$ cat src/rtl/serial_sub_pkg.sv
// -----------------------------------------------------------------------------
// serial_sub_pkg
//   Shared definitions for the bit-serial subtractor: the controller state
//   encoding and the default operand width.
// -----------------------------------------------------------------------------
package serial_sub_pkg;

  // Default operand/result width in bits.
  localparam int SERIAL_SUB_WIDTH_DEF = 8;

  // Controller states. The encoding is fixed so that waveforms and any
  // external state probes read the same across builds.
  typedef enum logic [1:0] {
    IDLE = 2'd0,
    RUN  = 2'd1,
    DONE = 2'd2
  } state_e;

endpackage : serial_sub_pkg

$ cat src/rtl/fs.sv
// -----------------------------------------------------------------------------
// fs
//   One-bit full subtractor cell: computes a - b - c.
//
// Ports
//   a       in   minuend bit
//   b       in   subtrahend bit
//   c       in   borrow-in
//   diff    out  difference bit, a ^ b ^ c
//   borrow  out  borrow-out, (~a & b) | (~(a ^ b) & c)
// -----------------------------------------------------------------------------
module fs (
  input  logic a,
  input  logic b,
  input  logic c,
  output logic diff,
  output logic borrow
);

  assign diff   = a ^ b ^ c;
  assign borrow = (~a & b) | (~(a ^ b) & c);

endmodule : fs

$ cat src/rtl/serial_subtractor.sv
// -----------------------------------------------------------------------------
// serial_subtractor
//   Bit-serial WIDTH-bit subtractor. Operands are accepted through a
//   valid/ready handshake, a - b is computed LSB-first one bit per clock
//   through a single fs cell with a registered borrow, and the difference
//   and final borrow are presented through a valid/ready output handshake.
//
//   Latency is WIDTH cycles from the acceptance edge to out_valid. Throughput
//   is at best one operation per WIDTH+2 cycles (accept, WIDTH run edges,
//   output handshake); there is no same-cycle turnaround.
//
// Parameters
//   WIDTH       operand/result width, 2..32
//
// Ports
//   clk         in   clock, rising edge
//   rst_n       in   asynchronous active-low reset
//   in_valid    in   in_a/in_b valid
//   in_ready    out  idle and able to accept operands (state decode)
//   in_a        in   minuend
//   in_b        in   subtrahend
//   out_valid   out  out_diff/out_borrow valid (state decode)
//   out_ready   in   consumer accepts the result
//   out_diff    out  (in_a - in_b) mod 2^WIDTH, registered
//   out_borrow  out  1 iff in_a < in_b (unsigned), registered
//   out_ovf     out  signed overflow, registered
//                    (port exists only when SERIAL_SUB_OVF_EN is defined)
//
// Build options
//   SERIAL_SUB_OVF_EN   adds the out_ovf port and its overflow flag logic.
// -----------------------------------------------------------------------------
module serial_subtractor
  import serial_sub_pkg::*;
#(
  parameter int WIDTH = SERIAL_SUB_WIDTH_DEF
) (
  input  logic             clk,
  input  logic             rst_n,
  input  logic             in_valid,
  output logic             in_ready,
  input  logic [WIDTH-1:0] in_a,
  input  logic [WIDTH-1:0] in_b,
  output logic             out_valid,
  input  logic             out_ready,
  output logic [WIDTH-1:0] out_diff,
  output logic             out_borrow
`ifdef SERIAL_SUB_OVF_EN
  ,
  output logic             out_ovf
`endif
);

  localparam int                CNT_W    = $clog2(WIDTH);
  localparam logic [CNT_W-1:0] CNT_LAST = CNT_W'(WIDTH - 1);

  state_e             state_q,  state_d;
  logic [WIDTH-1:0]   a_q,      a_d;       // minuend, shifts right
  logic [WIDTH-1:0]   b_q,      b_d;       // subtrahend, shifts right
  logic [WIDTH-1:0]   res_q,    res_d;     // difference, filled from the MSB
  logic               borrow_q, borrow_d;  // borrow between bit positions
  logic [CNT_W-1:0]   cnt_q,    cnt_d;     // index of the bit being processed
`ifdef SERIAL_SUB_OVF_EN
  logic               ovf_q,    ovf_d;
`endif

  logic fs_diff;
  logic fs_borrow;

  // The single arithmetic cell: always fed from the low end of the operand
  // shift registers and the registered borrow.
  fs u_fs (
    .a      (a_q[0]),
    .b      (b_q[0]),
    .c      (borrow_q),
    .diff   (fs_diff),
    .borrow (fs_borrow)
  );

  // NOTE: every signal assigned here gets its hold value first, so no path
  // through the case statement can leave one unassigned and infer a latch.
  always_comb begin
    state_d  = state_q;
    a_d      = a_q;
    b_d      = b_q;
    res_d    = res_q;
    borrow_d = borrow_q;
    cnt_d    = cnt_q;
`ifdef SERIAL_SUB_OVF_EN
    ovf_d    = ovf_q;
`endif

    case (state_q)
      IDLE: begin
        if (in_valid) begin
          a_d      = in_a;
          b_d      = in_b;
          borrow_d = 1'b0;
          cnt_d    = '0;
          state_d  = RUN;
        end
      end

      RUN: begin
        a_d      = a_q >> 1;
        b_d      = b_q >> 1;
        res_d    = {fs_diff, res_q[WIDTH-1:1]};
        borrow_d = fs_borrow;
        if (cnt_q == CNT_LAST) begin
          // Last bit: a_q[0]/b_q[0] now hold the original operand MSBs.
          // The counter is parked at zero rather than allowed to run on.
          cnt_d   = '0;
          state_d = DONE;
`ifdef SERIAL_SUB_OVF_EN
          ovf_d   = (a_q[0] != b_q[0]) & (fs_diff != a_q[0]);
`endif
        end else begin
          cnt_d = cnt_q + CNT_W'(1);
        end
      end

      DONE: begin
        // Result registers are not written here, so they hold while the
        // consumer applies backpressure.
        if (out_ready) begin
          state_d = IDLE;
        end
      end

      default: begin
        state_d = IDLE;
      end
    endcase
  end

  // NOTE: state uses non-blocking assignments so every flop samples the
  // pre-edge values computed above, independent of statement order.
  // NOTE: reset clears the whole datapath, so a run interrupted by reset
  // leaves no stale partial difference on out_diff.
  always_ff @(posedge clk or negedge rst_n) begin
    if (!rst_n) begin
      state_q  <= IDLE;
      a_q      <= '0;
      b_q      <= '0;
      res_q    <= '0;
      borrow_q <= 1'b0;
      cnt_q    <= '0;
`ifdef SERIAL_SUB_OVF_EN
      ovf_q    <= 1'b0;
`endif
    end else begin
      state_q  <= state_d;
      a_q      <= a_d;
      b_q      <= b_d;
      res_q    <= res_d;
      borrow_q <= borrow_d;
      cnt_q    <= cnt_d;
`ifdef SERIAL_SUB_OVF_EN
      ovf_q    <= ovf_d;
`endif
    end
  end

  // Handshake outputs decode registered state only.
  assign in_ready   = (state_q == IDLE);
  assign out_valid  = (state_q == DONE);

  // The result register and the borrow register double as the output
  // registers: after the final run edge they hold the finished difference
  // and the final borrow, and nothing writes them again until the next
  // acceptance.
  assign out_diff   = res_q;
  assign out_borrow = borrow_q;
`ifdef SERIAL_SUB_OVF_EN
  assign out_ovf    = ovf_q;
`endif

endmodule : serial_subtractor

$ cat config.mk
export PLATFORM = sky130hd
export DESIGN_NAME = serial_subtractor
export DESIGN_NICKNAME = d
export VERILOG_FILES = /design/src/rtl/serial_sub_pkg.sv /design/src/rtl/fs.sv /design/src/rtl/serial_subtractor.sv
export SDC_FILE = /design/constraint.sdc
export NUM_CORES = 1
export LEC_CHECK = 0
export BUFFER_PORTS_ARGS = -buffer_cell sky130_fd_sc_hd__buf_4
export CAP_MARGIN = 20
export CORE_MARGIN = 3
export CORE_UTILIZATION = 45
export CTS_CLUSTER_DIAMETER = 80
export CTS_CLUSTER_SIZE = 16
export DETAILED_ROUTE_END_ITERATION = 10
export GPL_ROUTABILITY_DRIVEN = 0
export PLACE_DENSITY = 0.66
export SETUP_SLACK_MARGIN = 0.1
export SLEW_MARGIN = 0
export SYNTH_ARGS = -nofsm -noshare
export SYNTH_HDL_FRONTEND = slang
export SYNTH_SLANG_ARGS = --single-unit
$ cat constraint.sdc
create_clock -name clk -period 1.6 [get_ports clk]
set_clock_uncertainty 0.05 [all_clocks]
set_input_delay 0.4 -clock clk [delete_from_list [all_inputs] [get_ports clk]]
set_output_delay 0.4 -clock clk [all_outputs]
set_load 0.03 [all_outputs]
==> impl_metrics.py <==
metrics = {
    "logic_synthesis": {
        "syn_nets": 140,
        "synth.most_common_cell": "dfrtp_1",
        "ys_seq_area_share_pct": 51.5,
        "ys_top_cells_by_area": "dfrtp_1 (51%), o221a_2 (5.4%), or4b_1 (4.8%)",
        "synthTopCellsByCount": "dfrtp_1 (30), inv_1 (9), nor3b_1 (9)",
        "yosysWarningCount": 0,
        "synth_top_area_share_pct": 51.5,
        "ys_ff_latch": 30,
        "syn_area_um2": 1460,
        "yosysUniqueCellTypes": 26,
        "synth_edf_count": 0,
        "async_flop_share_pct": 100,
        "synth_top_cell_by_area": "dfrtp_1",
        "synthCells": 117,
        "synth_area_per_cell_um2": 12.5,
        "synthFlopType": "dfrtp_1",
    },
    "layout": {
        "fin_cells": 208,
        "nNetsFinal": 186,
        "drive_gt1_share_pct": 53.7,
        "diodes": 0,
        "area_growth_pct": 49.3,
    },
    "detailed_routing": {
        "via_count": 1098,
        "drc_errors": 0,
        "final_antenna_net_count": 0,
        "totalWireLength_um": 3340,
        "drt_iter0_drc": 22,
        "via_per_inst": 5.28,
        "routedWlPerCell_um": 16.1,
        "dr.pass1.iters": 4,
    },
    "floorplan": {
        "initial_utilization_pct": 47.4,
        "io_pins": 31,
        "core_um2": 3080,
        "chipHeight_um": 62.9,
        "num_rows": 20,
        "die_area_um2": 3960,
        "die_w_um": 62.9,
    },
    "cts": {
        "clk_path_buf_depth": 2,
        "cts_buffers": 5,
        "cts-root-buf": "clkbuf_4",
        "cts_tree": "yes",
        "cts.clk_slew.worst_paths_ns": 0.09,
        "htree_levels": 2,
        "clock_sinks": 30,
        "clkLatencyLatePin_ns": 0.34,
    },
    "timing": {
        "rsz0062_at_grt": "true",
        "hold-worst-slack_ns": 0.305,
        "worstMarginPinSlew_ns": 0.373,
        "period_minus_slack_ns": 1.62,
        "max-slew-margin-rel_pct": 75.1,
        "maxSlewViolCount": 0,
        "finalCritPeriodShare_pct": 101,
        "setup_ws_ns": -0.0223,
        "finalSetupViolations": 1,
        "fmax_mhz": 616,
        "finalHoldViolations": 0,
    },
    "global_route": {
        "grt_pass1_vias": 1065,
        "grt_overflow": 0,
        "grt_first_pass_wirelength_um": 4940,
        "antenna_found_initial": 0,
        "grt_start_max_net_pins": 31,
        "grt_usage_pct": 16.2,
    },
    "hold_path": {
        "hold_path_class": "in2reg",
        "hold_start": "out_ready",
    },
    "worst_setup_path": {
        "crit_type": "reg2out",
        "cp_slowest_cell": "dfrtp_2",
        "crit_family": "flip-flops",
        "cp_data_required_time_ns": 1.15,
        "cp.arrival_ns": 1.17,
        "max_stage_delay_ns": 0.44,
        "worstPathCellList": "buf_12, nor2b_4, buf_6",
        "critPathBufInv": 2,
        "cp_max_fo": 3,
        "cp-start-kind": "flip-flop",
        "cp-end-kind": "primary output",
        "r2r-start": "state_q[1]",
        "crit_start": "state_q[0]",
    },
    "pwr": {
        "combPwrFrac_pct": 56.3,
        "power_mw": 4.34,
        "pwr-share-seq_pct": 32.6,
        "p_sw_mw": 1.60,
        "p_leak_nw": 1.00,
        "ir_worst_vdd_uv": 961,
        "power_density_nw_per_um2": 1990,
        "p_sw_share_pct": 37.0,
        "intPower_mw": 2.73,
        "pwr-share-clk_pct": 11.1,
    },
    "outcome": {
        "violations": "setup timing",
        "outcome": "finished, violations left",
    },
    "placed_design": {
        "placed_cells": 187,
        "dpl.hpwl_um": 1870,
        "port_buffers": 30,
    },
    "flow_run": {
        "cap_viol_max_count": 0,
    },
}
[per-layer routing]
layer  wire length, um  vias to the layer above  GRT usage (%)  share of wire, %
met4                68                        0           7.44               2.0
met3               111                        7           5.04               3.3
met5                 0                        -              0                 0
met1              1440                      538           21.0                43
li1                  -                      531              -                 -
met2              1720                       22           24.6                51
[final timing paths]
kind                                to  slack, ns  cells past startpoint
max                          out_valid      -0.02                      3
min                         state_q[1]       0.31                      3
max reg2reg                out_diff[3]       0.03                      6
min reg2reg                out_diff[0]       0.47                      1
max in group asynchronous   state_q[1]       0.74                      2
min in group asynchronous  out_diff[5]       0.46                      2
[sequential cells by signal (all words and copies together) (netlist names)]
register / flops
out_borrow: 1
b_q: 8
out_diff: 8
state_q: 2
a_q: 8
cnt_q: 3
[cell usage in the layout, fill, tap and decap left out, types with 3 or more instances in the layout]
master    count
clkbuf_4      5
buf_12        3
dfrtp_1      28
a22o_1        5
nor3b_1       9
o221a_4       7
mux2_4        7
buf_6         5
or4b_4        3
or4b_1        4
a211oi_2      4
nor4b_1       4
buf_4        37
nor4b_2       3
a211oi_1      3
inv_1         9
[cells by family after synthesis]
| kind of cell | Yosys count | share of synthesized area (%) |
|---|---|---|
| AO/OA/AOI/OAI | 24 | 14.8 |
| flip-flops | 30 | 51.5 |
| buffers and inverters | 20 | 6.86 |
| AND/OR/NAND/NOR | 32 | 17.8 |
| adder cells (fa/ha/maj) | 3 | 3.09 |
| multiplexers | 8 | 6.09 |
[through the flow]
step | area (um2) | setup slack [ns] | setup TNS (ns) | util [%]
detailed placement | 1740 | 0.153 | 0 | 56.5
CTS | 1970 | -0.0190 | -0.0190 | 64.0
global route | 2180 | -0.0687 | -0.104 | 70.8
global placement | 1740 | 0.158 | 0 | 56.5
floorplan | 1460 | 0.107 | 0 | -
finish | 2180 | -0.0223 | -0.0223 | 70.8
[power by group through the flow]
stage / Sequential (mW) / Clock (mW) / Combinational, mW
CTS: 1.37 / 0.491 / 1.99
floorplan: 1.55 / 0 / 1.02
global route: 1.47 / 0.524 / 2.61
detailed placement: 1.39 / 0 / 1.68
global placement: 1.38 / 0 / 1.65
finish: 1.41 / 0.480 / 2.44
[worst reg2reg max path: cells and delay by family (launching register included)]
family,cells,cell delay [ns]
mux,1,0.29
buf+inv,4,0.54
simple gates,1,0.15
flops,1,0.44
[final cells by class]
| type | instances | area [um2] |
|---|---|---|
| multi-input cells | 67 | 786 |
| inverters | 9 | 33.8 |
| clock inverters | 2 | 12.5 |
| clock buffers | 6 | 51.3 |
| flip-flops and latches | 30 | 753 |
| well taps | 44 | 55.1 |
| fillers | 222 | 900 |
| repair buffers | 50 | 487 |
[timing repair]
action,CTS,global route
pin swaps,1,4
endpoints found under the setup margin,2,25
gates resized for setup,16,30
hold buffers,1,0
endpoints found under the hold margin,30,0
setup buffers,6,4
cloned,1,1
(Power assumes the default switching activity.)
